## config.mk

```make
export PLATFORM = sky130hd
export DESIGN_NAME = reg_dump_tx
export DESIGN_NICKNAME = d
export VERILOG_FILES = /design/src/rtl/reg_dump_pkg.sv /design/src/rtl/uart_tx_byte.sv /design/src/rtl/reg_dump_tx.sv
export SDC_FILE = /design/constraint.sdc
export NUM_CORES = 1
export LEC_CHECK = 0
export BUFFER_PORTS_ARGS = -buffer_cell sky130_fd_sc_hd__buf_2
export CAP_MARGIN = 20
export CORE_MARGIN = 2
export CORE_UTILIZATION = 35
export DETAILED_ROUTE_END_ITERATION = 8
export GPL_ROUTABILITY_DRIVEN = 0
export SLEW_MARGIN = 0
export SYNTH_ARGS = -nofsm -noshare
export SYNTH_HDL_FRONTEND = slang
export SYNTH_HIERARCHICAL = 1
export SYNTH_SLANG_ARGS = --single-unit
```

## constraint.sdc

```tcl
create_clock -name clk -period 4 [get_ports clk]
set_clock_uncertainty 0.15 [all_clocks]
set_input_delay 0.8 -clock clk [delete_from_list [all_inputs] [get_ports clk]]
set_output_delay 0.8 -clock clk [all_outputs]
set_load 0.005 [all_outputs]
```

## src/rtl/reg_dump_pkg.sv

```systemverilog
// -----------------------------------------------------------------------------
// reg_dump_pkg
// Shared constants and the sequencer state type for the register-dump UART
// transmitter. The CHK state only exists when REG_DUMP_CHKSUM_EN is defined.
// -----------------------------------------------------------------------------
package reg_dump_pkg;

    localparam logic [7:0] HDR_BYTE      = 8'hA5;
    localparam int         NUM_REGS      = 32;
    localparam int         BYTES_PER_REG = 4;

    typedef enum logic [2:0] {
        IDLE  = 3'd0,
        HDR   = 3'd1,
        FETCH = 3'd2,
        SEND  = 3'd3,
`ifdef REG_DUMP_CHKSUM_EN
        CHK   = 3'd4,
`endif
        FIN   = 3'd5
    } state_t;

endpackage

```

## src/rtl/uart_tx_byte.sv

```systemverilog
// -----------------------------------------------------------------------------
// uart_tx_byte
// Serialises one byte as 8N1 (start 0, 8 data bits LSB first, stop 1), each
// bit lasting exactly CLKS_PER_BIT clocks. The line idles high.
//
// Ports:
//   clk    in   system clock, rising edge
//   reset  in   synchronous active-high reset
//   load   in   accept data when ready is high
//   data   in   byte to send
//   tx     out  serial line (registered)
//   ready  out  high when a load is accepted this cycle
//
// ready is also high during the final clock of the stop bit, so a byte loaded
// then starts its start bit immediately with no idle gap.
// -----------------------------------------------------------------------------
module uart_tx_byte #(
    parameter int CLKS_PER_BIT = 868
) (
    input  logic       clk,
    input  logic       reset,
    input  logic       load,
    input  logic [7:0] data,
    output logic       tx,
    output logic       ready
);

    localparam logic [15:0] LAST_CLK = 16'(CLKS_PER_BIT - 1);

    logic        active_q, active_d;
    logic [15:0] clkCnt_q, clkCnt_d;
    logic [3:0]  bitIdx_q, bitIdx_d;
    logic [8:0]  shift_q, shift_d;
    logic        tx_q, tx_d;
    logic        bitDone;

    assign bitDone = (clkCnt_q == LAST_CLK);
    assign ready   = !active_q || (bitIdx_q == 4'd9 && bitDone);
    assign tx      = tx_q;

    // Bit timing: bitIdx 0 is the start bit, 1..8 data, 9 the stop bit.
    // The shift register carries data plus the stop bit so tx always takes
    // shift_q[0] when moving to the next bit.
    always_comb begin
        active_d = active_q;
        clkCnt_d = clkCnt_q;
        bitIdx_d = bitIdx_q;
        shift_d  = shift_q;
        tx_d     = tx_q;
        if (active_q) begin
            if (bitDone) begin
                clkCnt_d = '0;
                if (bitIdx_q == 4'd9) begin
                    active_d = 1'b0;
                    tx_d     = 1'b1;
                end else begin
                    bitIdx_d = bitIdx_q + 4'd1;
                    tx_d     = shift_q[0];
                    shift_d  = {1'b1, shift_q[8:1]};
                end
            end else begin
                clkCnt_d = clkCnt_q + 16'd1;
            end
        end
        if (load && ready) begin
            active_d = 1'b1;
            clkCnt_d = '0;
            bitIdx_d = '0;
            shift_d  = {1'b1, data};
            tx_d     = 1'b0;
        end
    end

    // Register the serialiser state; reset drops any byte in flight and
    // forces the line high on the next edge.
    always_ff @(posedge clk) begin
        if (reset) begin
            active_q <= 1'b0;
            clkCnt_q <= '0;
            bitIdx_q <= '0;
            shift_q  <= '0;
            tx_q     <= 1'b1;
        end else begin
            active_q <= active_d;
            clkCnt_q <= clkCnt_d;
            bitIdx_q <= bitIdx_d;
            shift_q  <= shift_d;
            tx_q     <= tx_d;
        end
    end

endmodule

```

## src/rtl/reg_dump_tx.sv

```systemverilog
// -----------------------------------------------------------------------------
// reg_dump_tx
// On a start pulse, dumps the whole 32-entry register file over a UART: header
// byte 0xA5, then x0..x31 as 4 big-endian bytes each. With REG_DUMP_CHKSUM_EN
// defined, a final byte holding the XOR of all 128 payload bytes is appended.
//
// Ports:
//   clk      in   system clock, rising edge
//   reset    in   synchronous active-high reset
//   start    in   one-cycle dump request (ignored while busy and in FIN)
//   rd_addr  out  register-file read address (holds outside FETCH, 0 in IDLE)
//   rd_data  in   combinational read data for rd_addr
//   tx       out  UART line, 8N1, idle high
//   busy     out  dump in progress
//   done     out  one-cycle pulse after the final stop bit
// -----------------------------------------------------------------------------
module reg_dump_tx
    import reg_dump_pkg::*;
#(
    parameter int CLKS_PER_BIT = 868
) (
    input  logic        clk,
    input  logic        reset,
    input  logic        start,
    output logic [4:0]  rd_addr,
    input  logic [31:0] rd_data,
    output logic        tx,
    output logic        busy,
    output logic        done
);

    localparam logic [5:0] LAST_IDX  = 6'(NUM_REGS - 1);
    localparam logic [2:0] LAST_BYTE = 3'(BYTES_PER_REG);

    state_t      state_q, state_d;
    logic [5:0]  idx_q, idx_d;
    logic [2:0]  byteCnt_q, byteCnt_d;
    logic [31:0] word_q, word_d;
    logic        load;
    logic [7:0]  loadData;
    logic        ready;
`ifdef REG_DUMP_CHKSUM_EN
    logic [7:0]  chk_q, chk_d;
`endif

    uart_tx_byte #(
        .CLKS_PER_BIT(CLKS_PER_BIT)
    ) uTx (
        .clk  (clk),
        .reset(reset),
        .load (load),
        .data (loadData),
        .tx   (tx),
        .ready(ready)
    );

    assign rd_addr = idx_q[4:0];
    assign busy    = (state_q != IDLE) && (state_q != FIN);
    assign done    = (state_q == FIN);

    // Sequencer. Every byte is loaded in the cycle the serialiser reports
    // ready (the last clock of the previous stop bit), so bytes run back to
    // back; the only gap is the single FETCH cycle before each register,
    // where the first byte is taken straight from rd_data.
    always_comb begin
        state_d   = state_q;
        idx_d     = idx_q;
        byteCnt_d = byteCnt_q;
        word_d    = word_q;
        load      = 1'b0;
        loadData  = 8'h00;
`ifdef REG_DUMP_CHKSUM_EN
        chk_d     = chk_q;
`endif
        case (state_q)
            IDLE: begin
                if (start) begin
                    load      = 1'b1;
                    loadData  = HDR_BYTE;
                    idx_d     = '0;
                    byteCnt_d = '0;
`ifdef REG_DUMP_CHKSUM_EN
                    chk_d     = '0;
`endif
                    state_d   = HDR;
                end
            end
            HDR: begin
                if (ready) begin
                    state_d = FETCH;
                end
            end
            FETCH: begin
                load      = 1'b1;
                loadData  = rd_data[31:24];
                word_d    = {rd_data[23:0], 8'h00};
                byteCnt_d = 3'd1;
`ifdef REG_DUMP_CHKSUM_EN
                chk_d     = chk_q ^ rd_data[31:24];
`endif
                state_d   = SEND;
            end
            SEND: begin
                if (ready) begin
                    if (byteCnt_q != LAST_BYTE) begin
                        load      = 1'b1;
                        loadData  = word_q[31:24];
                        word_d    = {word_q[23:0], 8'h00};
                        byteCnt_d = byteCnt_q + 3'd1;
`ifdef REG_DUMP_CHKSUM_EN
                        chk_d     = chk_q ^ word_q[31:24];
`endif
                    end else if (idx_q == LAST_IDX) begin
`ifdef REG_DUMP_CHKSUM_EN
                        load     = 1'b1;
                        loadData = chk_q;
                        state_d  = CHK;
`else
                        state_d  = FIN;
`endif
                    end else begin
                        idx_d   = idx_q + 6'd1;
                        state_d = FETCH;
                    end
                end
            end
`ifdef REG_DUMP_CHKSUM_EN
            CHK: begin
                if (ready) begin
                    state_d = FIN;
                end
            end
`endif
            FIN: begin
                idx_d   = '0;
                state_d = IDLE;
            end
            default: begin
                state_d = IDLE;
            end
        endcase
    end

    // State and datapath registers, all cleared by reset.
    always_ff @(posedge clk) begin
        if (reset) begin
            state_q   <= IDLE;
            idx_q     <= '0;
            byteCnt_q <= '0;
            word_q    <= '0;
`ifdef REG_DUMP_CHKSUM_EN
            chk_q     <= '0;
`endif
        end else begin
            state_q   <= state_d;
            idx_q     <= idx_d;
            byteCnt_q <= byteCnt_d;
            word_q    <= word_d;
`ifdef REG_DUMP_CHKSUM_EN
            chk_q     <= chk_d;
`endif
        end
    end

endmodule

```

* After elaboration in Yosys (flattened, before gate mapping)
Index checks and enable logic that the tools add are counted.
** Cells by class
- Mux-type cells :: 39
- $add $sub $neg :: 4
- Bitwise gates (word level) :: 1
- Reductions and logical operators :: 20
- Equality and inequality tests :: 16
** Operators by type and width (count)
- 32-bit two-way mux :: 2
- 32-bit case mux with 2 select lines :: 1
- 9-bit two-way mux :: 4
- 3-bit two-way mux :: 8
- 6-bit two-way mux :: 4
- 8-bit two-way mux :: 3
- 8-bit case mux with 3 select lines :: 1
- 6-bit case mux with 3 select lines :: 1
- 16-bit by 1-bit adder with 16-bit output, second input constant :: 1
- 16-bit by 10-bit == test with 1-bit output, second input constant :: 1
- 16-bit two-way mux :: 1
- 3-bit case mux with 4 select lines :: 1
- 1-bit two-way mux :: 11
- 2-bit != test, second input constant :: 5
- 3-bit case mux with 3 select lines :: 1
- 3-bit AND reduction :: 3
- 3-bit nonzero test :: 3
- 4-bit AND reduction :: 2
- 6-bit by 1-bit adder with 6-bit output, second input constant :: 1
- 3-bit by 2-bit == test with 1-bit output, second input constant :: 2
- 6-bit by 5-bit == test with 1-bit output, second input constant :: 1
- 3-bit != test, second input constant :: 2
- 2-bit nonzero test :: 3
- 5-bit AND reduction :: 1
- other kinds (14) :: 17
** Word-level totals
- Register bits :: 75
- Input bits :: 35
- Output and inout bits :: 8

* Logic depth before layout (Yosys ltp)
Gate-level depths: netlist of run 1.
- Word-level depth :: 8
- Gate-level depth with buffers :: 13
- Depth with buffers taken out :: 11

* Hierarchy
Netlist of run 1, hierarchy kept.
** Modules (own cells, without submodules)
- reg_dump_tx :: cells each 201, area an instance 1923.1 µm², instances 1
- uart_tx_byte :: cells each 178, area an instance 1619.1 µm², instances 1

* Worst setup path before layout of run 1
No wires, ideal clock.
- Kind :: register -> register
- Start :: reg uTx.clkCnt_q[0]
- End :: reg uTx.clkCnt_q[13]
- Arrival time :: 2753 ps
- Setup slack :: 969 ps
- Required time :: 3722 ps
- Stages on the path, launching flop included :: 14
- Setup time :: 128 ps
- Cell sequence :: dfxtp_1 -> ha_1 -> and3_1 -> nand4_2 -> buf_4 -> o21ai_0 -> a21boi_0 -> o21ai_4 -> nand2b_1 -> inv_1 -> clkbuf_1 -> o221ai_1 -> buf_2 -> a211oi_1
** On the way
- Word-level cells in the longest chain between the ends :: 7
** RTL lines
- from (decl) :: RTL line uart_tx_byte.sv:31 : logic [15:0] clkCnt_q, clkCnt_d;
- from (signal assigned) :: RTL line uart_tx_byte.sv:85 : clkCnt_q <= clkCnt_d;
- 16-bit by 10-bit == test with 1-bit output :: RTL line uart_tx_byte.sv:37 : assign bitDone = (clkCnt_q == LAST_CLK);
- 1-bit logical AND :: RTL line uart_tx_byte.sv:38 : assign ready = !active_q || (bitIdx_q == 4'd9 && bitDone);
- 1-bit logical OR :: RTL line uart_tx_byte.sv:38
- named net ready :: RTL line reg_dump_tx.sv:41 : logic ready;
- 1-bit two-way mux :: RTL line reg_dump_tx.sv:104 : if (ready) begin
- 1-bit case mux with 3 select lines :: RTL line reg_dump_tx.sv:75 : case (state_q)
- named net load :: RTL line reg_dump_tx.sv:39 : logic load;
- 1-bit logical AND :: RTL line uart_tx_byte.sv:65 : if (load && ready) begin
- 2-bit OR reduction (no line)
The timed path passes the listed nets, and every way through them passes these cells.
A chain may end at the register's enable or synchronous reset.

* Final worst setup path of run 1
- Start :: reg uTx.clkCnt_q[0]
- End :: reg uTx.shift_q[1]
** On the way
- Word-level cells in the longest chain between the ends :: 8
** RTL lines
- 16-bit by 10-bit == test with 1-bit output (*) :: RTL line uart_tx_byte.sv:37
- 1-bit logical AND (*) :: RTL line uart_tx_byte.sv:38
- 1-bit logical OR (*) :: RTL line uart_tx_byte.sv:38
- named net ready :: RTL line reg_dump_tx.sv:41
- 1-bit two-way mux (*) :: RTL line reg_dump_tx.sv:104
- 1-bit case mux with 3 select lines (*) :: RTL line reg_dump_tx.sv:75
- named net load :: RTL line reg_dump_tx.sv:39
- 1-bit logical AND (*) :: RTL line uart_tx_byte.sv:65
- 2-bit != test (no line) or 2-bit nonzero test (tied branches)
- 3-bit AND reduction (no line)
- to (signal assigned) :: RTL line uart_tx_byte.sv:87 : shift_q <= shift_d;
- to (decl) :: RTL line uart_tx_byte.sv:33 : logic [8:0] shift_q, shift_d;
The timed path passes the listed nets; every way through them passes the cells marked *.

==> flow_summary.toml, run 1 <==
[outcome]
outcome = "finished clean"

[global_route]
met3_usage_pct = 3.74
use_met1_pct = 19.3
grt_overflow = 0
grt_max_degree = 29
antenna_found_initial = 0
grt_pass1_vias = 2820
busiest_layer = "met2"
grt_pass1_wl_mm = 13.1
grt_usage_pct = 14.5
globalRouteMet2Util_pct = 22.4

[floorplan]
rows = 36
start_util_pct = 36.1
core_area_sq_um = 9820
die_y_um = 105
design.die.area_sq_um = 10900
die-width_um = 105
ios = 43

[clock_network]
cts_buffers = 9
root_buffer = "clkbuf_8"
clk_pin_slew_ps = 60
postCtsSetupRepairBufs = 0
htree_levels = 3
clkLatencyLatePin_ps = 350
cts_hold_buf = 0
cts_sinks = 67
tritoncts = "built"
ctsResizeCount = 0
clk_path_buf_depth = 2

[sta]
layout_setup_ws_ps = 855
fin_setup_tns_ps = 0
tightest_slew_ps = 940
setup_viol = 0
hold_viol = 0
final.min_clock_period_ps = 3140
fmax_ghz = 0.318
post-route-period-util_pct = 78.6
rsz0062_at_grt = "false"
slew_headroom_pct = 37.1
slew_violations = 0

[placement]
place_ws_ps = 849
post-dp-hpwl_mm = 5.26
port_buffers = 42

[hold_path]
min_path_type = "reg -> reg"

[route]
first_iter_violations = 92
routedWlPerCell_um = 13.8
ant_nets = 0
drc = 0
via_per_inst = 5.21
routed_wl_mm = 7.60
dr.pass1.iters = 5
dr_total_vias = 2859

[logic_synthesis]
ys_async_sr_fraction_pct = 0
synth_edf_count = 0
synthFlopType = "dfxtp_1"
synth_top_cell_by_area = "dfxtp_1"
synth_top_area_share_pct = 37.9
ys_top_cells_by_area = "dfxtp_1, mux2i_1, a211oi_1"
netlist_area_sq_um = 3540
syn_nets = 420
ys_seq_elements = 67
synth.avg_cell_area_sq_um = 9.35
synth.distinct_cells = 67
ys_seq_area_share_pct = 37.9
synthCells = 379
yosysWarnings = 6

[cells_and_area]
fillers = 1023
drive_above_1_share_pct = 22.4
seq_area_sq_um = 1340
area_delta_synth_final_pct = 13.2
nets = 452
final_common_cell = "dfxtp_1"
final_cell_mix = "dfxtp_1, buf_2, nor2_1"
multi_input_area_sq_um = 1940

[pwr]
power_frac_seq_pct = 46.3
p_clk_share_pct = 34.5
ir_drop_mv = 0.173
power_density_nw_per_um2 = 408
switchingPower_mw = 0.463
switching_share_pct = 28.3
p_comb_share_pct = 19.3
power.leakage_nw = 1.62
p_int_mw = 1.17

[setup_path]
crit_path_end_kind = "flip-flop"
critical_path.slowest_cell = "a22o_1"
crit_path_start_kind = "flip-flop"
cp_max_fo = 11
path_cells = "ha_1 -> and3_1 -> nand4_2 -> o21ai_0 -> buf_4 -> a21boi_0 -> o21ai_4 -> nand2b_1 -> inv_1 -> a22o_1 -> a221oi_2"
critPathArrivalTime_ps = 3240
crit_type = "reg -> reg"
cp_slowest_stage_delay_ps = 420
cp_data_required_time_ps = 4100

[flow_run]
cap_violations = 0
## critical path, delay by kind of cell, from the launching register on
family | cells | cell delay [ps]
compound gates | 5 | 1500
simple gates | 3 | 450
flops | 1 | 400
buf+inv | 2 | 310
fa+ha+maj | 1 | 240
## kinds of logic after synthesis
family / share of synthesized area (%)
buffers and inverters: 7.31
AO/OA/AOI/OAI: 24.5
flip-flops: 37.9
adder cells (fa/ha/maj): 2.12
XOR/XNOR: 3.46
multiplexers: 5.12
AND/OR/NAND/NOR: 19.6
## final timing paths
path	startpoint	endpoint	slack, ps	cells after the start
setup / recovery	uTx/clkCnt_q[0]$_SDFFE_PP0P_	uTx/shift_q[1]$_SDFFE_PP0P_	860	11
hold / removal	uTx/shift_q[8]$_SDFFE_PP0P_	uTx/shift_q[8]$_SDFFE_PP0P_	310	2
setup reg to reg	uTx/clkCnt_q[0]$_SDFFE_PP0P_	uTx/shift_q[1]$_SDFFE_PP0P_	860	11
hold reg to reg	uTx/shift_q[8]$_SDFFE_PP0P_	uTx/shift_q[8]$_SDFFE_PP0P_	310	2
## metal layers
layer,wire length (um),share of wire (%),vias to the layer above
met3,288,3.8,10
li1,-,-,1478
met2,3340,44,44
met4,110,1.4,0
met5,0,0,-
met1,3870,51,1327
## state kept, by name, summed over array words and instances (netlist names)
signal,flops
byteCnt_q,3
uTx/tx,1
word_q,24
uTx/bitIdx_q,4
state_q,3
idx_q,6
uTx/shift_q,9
uTx/clkCnt_q,16
uTx/active_q,1
## synthesized netlist by cell type (8+ instances only)
master    count
buf_4         9
a22oi_1       8
mux2i_1      17
inv_1        23
nand2_1      11
a221oi_2      8
clkbuf_1     10
xor2_1       11
a211o_1       8
nor3_1       12
a21oi_1      12
o21ai_0      14
nor2_1       31
a211oi_1     20
buf_2         9
dfxtp_1      67
nand4_1       9
## metrics by stage
stage	power (mW)	instance area (sq um)	cells	util [%]	hold slack, ps
floorplan	1.02	3540	379	-	272
global placement	1.08	3810	533	38.8	284
detailed placement	1.09	3810	533	38.8	300
CTS	1.66	4010	548	40.8	310
global route	1.73	4010	548	40.8	321
finish	1.64	4010	549	40.8	308
## power by group through the flow
stage | clock network, mW | registers [mW] | logic [mW]
2_1_floorplan | 0 | 0.755 | 0.264
3_3_place_gp | 0 | 0.770 | 0.309
3_5_place_dp | 0 | 0.772 | 0.316
4_1_cts | 0.583 | 0.757 | 0.317
5_1_grt | 0.612 | 0.763 | 0.353
6_report | 0.564 | 0.756 | 0.315
## layout make-up
cell class	count	area share, %
Multi-Input combinational cell	259	48.4
Sequential cell	67	33.4
Timing Repair Buffer	51	6.93
Tap cell	133	4.15
Clock buffer	13	3.96
Inverter	23	2.15
Clock inverter	2	0.874
Antenna cell	1	0.0624
No activity file was read; power rests on OpenSTA's default activity.
==> run 2: changes to the inputs <==
Clock period 4 ns to 2.7 ns, I/O delays scaled along.
==> run 2 against run 1 <==
Effect of this change: die area unchanged; setup slack worse by 650 ps; flip-flop and latch count unchanged; hold slack worse by 28 ps; sequential share of layout area down 0.98 points; first-iteration DRC count down 8.7%; sequential power up 47%; final cell count up 1.8%; fmax up 26%; design area up 3.0%; critical path type unchanged; largest cell class unchanged; largest power group unchanged.
==> flow_summary.toml, run 2 (synthesis gave the netlist of run 1 again) <==
[cells_and_area]
largest_register_ffs = 24
nets = 462
area_delta_synth_final_pct = 16.6
top_regs = "word_q (24), uTx/clkCnt_q (16), uTx/shift_q (9)"
n_antenna_cell = 0
drive_above_1_share_pct = 25.4
final_cell_mix = "dfxtp_1, buf_2, nor2_1"
utilization_pct = 42.1
final_common_cell = "dfxtp_1"
regMostFlops = "word_q"

[sta]
slew_headroom_pct = 55.2
slew_violations = 0
tightest_slew_ps = 669
final.min_clock_period_ps = 2490
fin_setup_tns_ps = 0
layout_setup_ws_ps = 206
fmax_ghz = 0.401
post-route-period-util_pct = 92.4
hold_viol = 0
setup_viol = 0
rsz0062_at_grt = "false"

[route]
first_iter_violations = 84
dr_total_vias = 2930
ant_nets = 0
via_per_inst = 5.24
dr.pass1.iters = 4
routedWlPerCell_um = 13.6
routed_wl_mm = 7.62
drc = 0

[floorplan]
start_util_pct = 36.1
die-width_um = 105
ios = 43
design.die.area_sq_um = 10900
core_area_sq_um = 9820
die_y_um = 105
rows = 36

[outcome]
outcome = "finished clean"

[setup_path]
crit_top_cell = "o21ai_4"
cp.depth = 9
r2r_setup_slack_ps = 210
crit_type = "reg -> reg"
reg2regPathDepth = 9
critical_path.slowest_cell = "dfxtp_1"
critPathArrivalTime_ps = 2590
cp_max_fo = 9
worstPathBufferInverterCount = 1
cp_data_required_time_ps = 2800
r2r-end = "uTx/shift_q[3]$_SDFFE_PP0P_"
crit_path_end_kind = "flip-flop"
crit_path_start_kind = "flip-flop"
cp_slowest_stage_delay_ps = 370
crit_path_start = "uTx/clkCnt_q[3]$_SDFFE_PP0P_"
timing.rr.start = "uTx/clkCnt_q[3]$_SDFFE_PP0P_"
path_cells = "nor4_2 -> nand4_2 -> o21ai_4 -> a21boi_4 -> o21ai_4 -> nand2b_1 -> inv_1 -> a22o_2 -> a221oi_2"
cp-endpoint = "uTx/shift_q[3]$_SDFFE_PP0P_"
cpLargestDelayFamily = "compound AO/OA/AOI/OAI gates"

[pwr]
p_comb_share_pct = 20.6
switchingPower_mw = 0.727
power.leakage_nw = 1.68
ir_drop_mv = 0.295
p_int_mw = 1.72
power_density_nw_per_um2 = 592
switching_share_pct = 29.7
power_frac_seq_pct = 45.5
p_clk_share_pct = 33.9

[flow_run]
cap_violations = 0

[clock_network]
cts_sinks = 67
ctsResizeCount = 0
clk_pin_slew_ps = 80
clk_path_buf_depth = 2
cts_hold_buf = 0
cts_buffers = 9
clkLatencyLatePin_ps = 340
postCtsSetupRepairBufs = 0
root_buffer = "clkbuf_8"
tritoncts = "built"
htree_levels = 3

[global_route]
grt_pass1_vias = 2824
grt_overflow = 0
grt_max_degree = 49
grt_usage_pct = 14.4
grt_pass1_wl_mm = 13.1
antenna_found_initial = 0

[placement]
port_buffers = 42
place_ws_ps = 97.9
post-dp-hpwl_mm = 5.23

[hold_path]
min_path_type = "in -> reg"
run 2: cell types whose count changed in the layout (fill, tap and decap cells not counted), sizes merged:
cell	delta
buf	+10
clkbuf	-3
clkinv	+1
clkinvlp	+3
diode	-1
run 2: how the worst min path moves through the flow:
stage                                              to  slack (ps)  cells after the start                   startpoint
after floorplan           uTx/shift_q[8]$_SDFFE_PP0P_         270                      2  uTx/shift_q[8]$_SDFFE_PP0P_
after global placement    uTx/shift_q[7]$_SDFFE_PP0P_         290                      2  uTx/shift_q[7]$_SDFFE_PP0P_
after detailed placement  uTx/shift_q[8]$_SDFFE_PP0P_         300                      2  uTx/shift_q[8]$_SDFFE_PP0P_
after CTS                     word_q[15]$_SDFFE_PP0P_         270                      3                   rd_data[7]
after global routing          word_q[15]$_SDFFE_PP0P_         270                      3                   rd_data[7]
final                          word_q[9]$_SDFFE_PP0P_         280                      3                   rd_data[1]
run 2: stage by stage:
stage,hold WS (ps),area (sq um),instances,power [mW]
final,281,4130,559,2.44
after global routing,274,4130,559,2.59
after CTS,266,4120,559,2.47
after detailed placement,296,3920,543,1.64
after global placement,293,3920,543,1.63
after floorplan,272,3560,379,1.51
run 2: area by class of cell:
| type | instances | area, sq um |
|---|---|---|
| Multi-Input combinational cell | 259 | 1970 |
| Sequential cell | 67 | 1340 |
| Fill cell | 1021 | 5690 |
| Inverter | 23 | 86.3 |
| Timing Repair Buffer | 61 | 378 |
| Clock inverter | 6 | 66.3 |
| Clock buffer | 10 | 128 |
| Tap cell | 133 | 166 |
run 2: power by group through the flow:
stage	combinational [mW]	sequential (mW)	clock [mW]
6_report	0.504	1.11	0.828
5_1_grt	0.566	1.12	0.901
4_1_cts	0.503	1.11	0.858
3_5_place_dp	0.502	1.14	0
3_3_place_gp	0.494	1.13	0
2_1_floorplan	0.396	1.12	0
run 2: layer usage:
| metal | wire length [um] | global-route usage (%) |
|---|---|---|
| met5 | 0 | 0 |
| met4 | 65 | 4.00 |
| met1 | 3780 | 18.6 |
| met3 | 354 | 4.37 |
| met2 | 3410 | 23.4 |
run 2: worst reg2reg max path: stages, from the launching register on:
cell      delay (ps)
dfxtp_1          370
nor4_2           320
nand4_2          190
o21ai_4          230
a21boi_4         240
o21ai_4           60
nand2b_1         110
inv_1             90
a22o_2           350
a221oi_2         300
==> run 3: changes to the inputs <==
Settings changed: SYNTH_HIERARCHICAL 1 to unset.
==> run 3 against run 2 <==
Effect of this change: setup slack gained 26 ps; final cell count grew 0.36%; non-clock buffer count shrank 5; register-to-register slack gained 30 ps; critical path depth shrank 3.
==> flow_summary.toml, run 3 <==
[global_route]
grt_max_degree = 43
grt_pass1_wl_mm = 13.6
antenna_found_initial = 0
grt_pass1_vias = 2847
grt_usage_pct = 16.4
grt_overflow = 0

[sta]
post-route-period-util_pct = 91.4
setup_viol = 0
fmax_ghz = 0.405
fin_setup_tns_ps = 0
layout_setup_ws_ps = 232
hold_viol = 0
slew_violations = 0
tightest_slew_ps = 926
slew_headroom_pct = 37.9
final.min_clock_period_ps = 2470
rsz0062_at_grt = "false"

[logic_synthesis]
synthCells = 392
ys_seq_elements = 67
syn_nets = 433
synth_common_cells = "dfxtp_1, nor2_1, nand3_1"
synth_top_family_by_area = "simple AND/OR/NAND/NOR gates"
synth_top_cell_by_area = "dfxtp_1"
yosys.area_share.simple_pct = 24.6
synth_most_common_cell = "dfxtp_1"
synth.avg_cell_area_sq_um = 8.55
synth_edf_count = 0
synthAdderAreaFrac_pct = 2.24
muxShareOfSynthArea_pct = 2.43
ys_seq_area_share_pct = 40.0
ys_top_cells_by_area = "dfxtp_1, nor2_1, nand3_1"
synthFlopType = "dfxtp_1"
netlist_area_sq_um = 3350
synth_compound_area_share_pct = 20.2
synth-xor-area-share_pct = 4.70
synth.distinct_cells = 61
ys_async_sr_fraction_pct = 0
yosysWarnings = 0
synth_top_area_share_pct = 40.0

[pwr]
ir_drop_mv = 0.326
power.leakage_nw = 1.50
power_density_nw_per_um2 = 702

[clock_network]
root_buffer = "clkbuf_8"
cts_sinks = 67
clkLatencyLatePin_ps = 340
cts_hold_buf = 0
clk_pin_slew_ps = 70
clk_path_buf_depth = 2
htree_levels = 3
tritoncts = "built"
postCtsSetupRepairBufs = 0
cts_buffers = 9
ctsResizeCount = 0

[floorplan]
rows = 35
die-width_um = 102
ios = 43
die_y_um = 102
core_area_sq_um = 9280
start_util_pct = 36.1
design.die.area_sq_um = 10400

[flow_run]
cap_violations = 0

[placement]
post-dp-hpwl_mm = 5.65
place_ws_ps = 243
port_buffers = 42
place_area_sq_um = 3660

[cells_and_area]
regMostFlops = "word_q"
drive_above_1_share_pct = 19.4
fillers = 984
top_regs = "word_q (24), uTx.clkCnt_q (16), uTx.shift_q (9)"
nets = 468
n_antenna_cell = 0
area_delta_synth_final_pct = 16.6
design_area_sq_um = 3910
largest_register_ffs = 24
final_cell_mix = "dfxtp_1, nor2_1, buf_2"
final_common_cell = "dfxtp_1"

[outcome]
outcome = "finished clean"

[route]
first_iter_violations = 108
via_per_inst = 5.24
dr_total_vias = 2938
ant_nets = 0
routedWlPerCell_um = 14.2
dr.pass1.iters = 5
routed_wl_mm = 7.94
drc = 0

[setup_path]
cp_data_required_time_ps = 2830
crit_top_cell = "and4_1"
cpLargestDelayFamily = "compound AO/OA/AOI/OAI gates"
crit_path_end_kind = "flip-flop"
crit_type = "reg -> reg"
cp_max_fo = 11
critPathArrivalTime_ps = 2590
cp_slowest_stage_delay_ps = 780
critical_path.slowest_cell = "a211oi_1"
worstPathBufferInverterCount = 0
path_cells = "ha_1 -> and4_1 -> and4_1 -> a211oi_1 -> o21ai_0 -> a21boi_1"
crit_path_start_kind = "flip-flop"

[hold_path]
min_path_type = "in -> reg"
==> run 3: cell count changes in the layout (fill, tap and decap cells not counted), sizes merged, moves of 5 or more <==
| cell | before | now |
|---|---|---|
| mux2i | 17 | 7 |
| nor2 | 31 | 57 |
| xnor2 | 3 | 9 |
| nand2 | 11 | 28 |
| a211oi | 21 | 4 |
| nand3 | 7 | 30 |
| a211o | 8 | 0 |
| buf | 61 | 56 |
| a311oi | 0 | 16 |
| a22o | 5 | 0 |
| inv | 23 | 8 |
| nand4 | 11 | 6 |
==> run 3: cell type report <==
class                      instances  area, sq um  share of cell area, %
inverter                           7         26.3                  0.672
clock inverter                     6          111                   2.85
clock buffer                      10          138                   3.52
sequential                        67         1340                   34.3
timing repair buffer              56          315                   8.06
tap                              129          161                   4.13
multi-input combinational        286         1820                   46.5
==> run 3: worst paths after layout <==
check / slack, ps / to / cells after the start / from
setup / recovery: 230 / idx_q[2]$_SDFFE_PP0P_ / 6 / uTx.clkCnt_q[0]$_SDFFE_PP0P_
hold / removal: 300 / word_q[9]$_SDFFE_PP0P_ / 3 / rd_data[1]
setup reg to reg: 230 / idx_q[2]$_SDFFE_PP0P_ / 6 / uTx.clkCnt_q[0]$_SDFFE_PP0P_
hold reg to reg: 330 / uTx.shift_q[2]$_SDFFE_PP0P_ / 2 / uTx.shift_q[2]$_SDFFE_PP0P_
==> run 3: tightest hold or removal path, stage by stage <==
cell and delay (ps):
buf_2 70, a22oi_1 60, nor2_1 80
==> run 3: cells by family after synthesis <==
group                    Yosys count
flip-flops                        67
AND/OR/NAND/NOR                  164
XOR/XNOR                          18
multiplexers                       8
buffers and inverters             39
AO/OA/AOI/OAI                     90
adder cells (fa/ha/maj)            6
==> run 3: power breakdown <==
group	leakage [nW]	switching (mW)	internal, mW
clock network	0.123	0.398	0.640
logic	0.827	0.311	0.222
registers	0.546	0.0825	1.09
==> run 3: metal layers <==
metal  vias to the layer above  global-route usage [%]  part of all wire, %
met1                      1368                    21.6                   48
met4                         0                    5.23                  1.3
met3                        11                    4.65                  5.0
met2                        57                    26.1                   46
met5                         -                       0                    0
li1                       1502                       -                    -
==> run 3: stage by stage <==
stage | power (mW) | hold WS (ps) | utilization, % | instances
global placement | 1.72 | 303 | 39.4 | 545
finish | 2.75 | 301 | 42.1 | 561
floorplan | 1.57 | 293 | - | 392
CTS | 2.78 | 287 | 42.1 | 561
global route | 2.90 | 303 | 42.1 | 561
detailed placement | 1.73 | 314 | 39.4 | 545
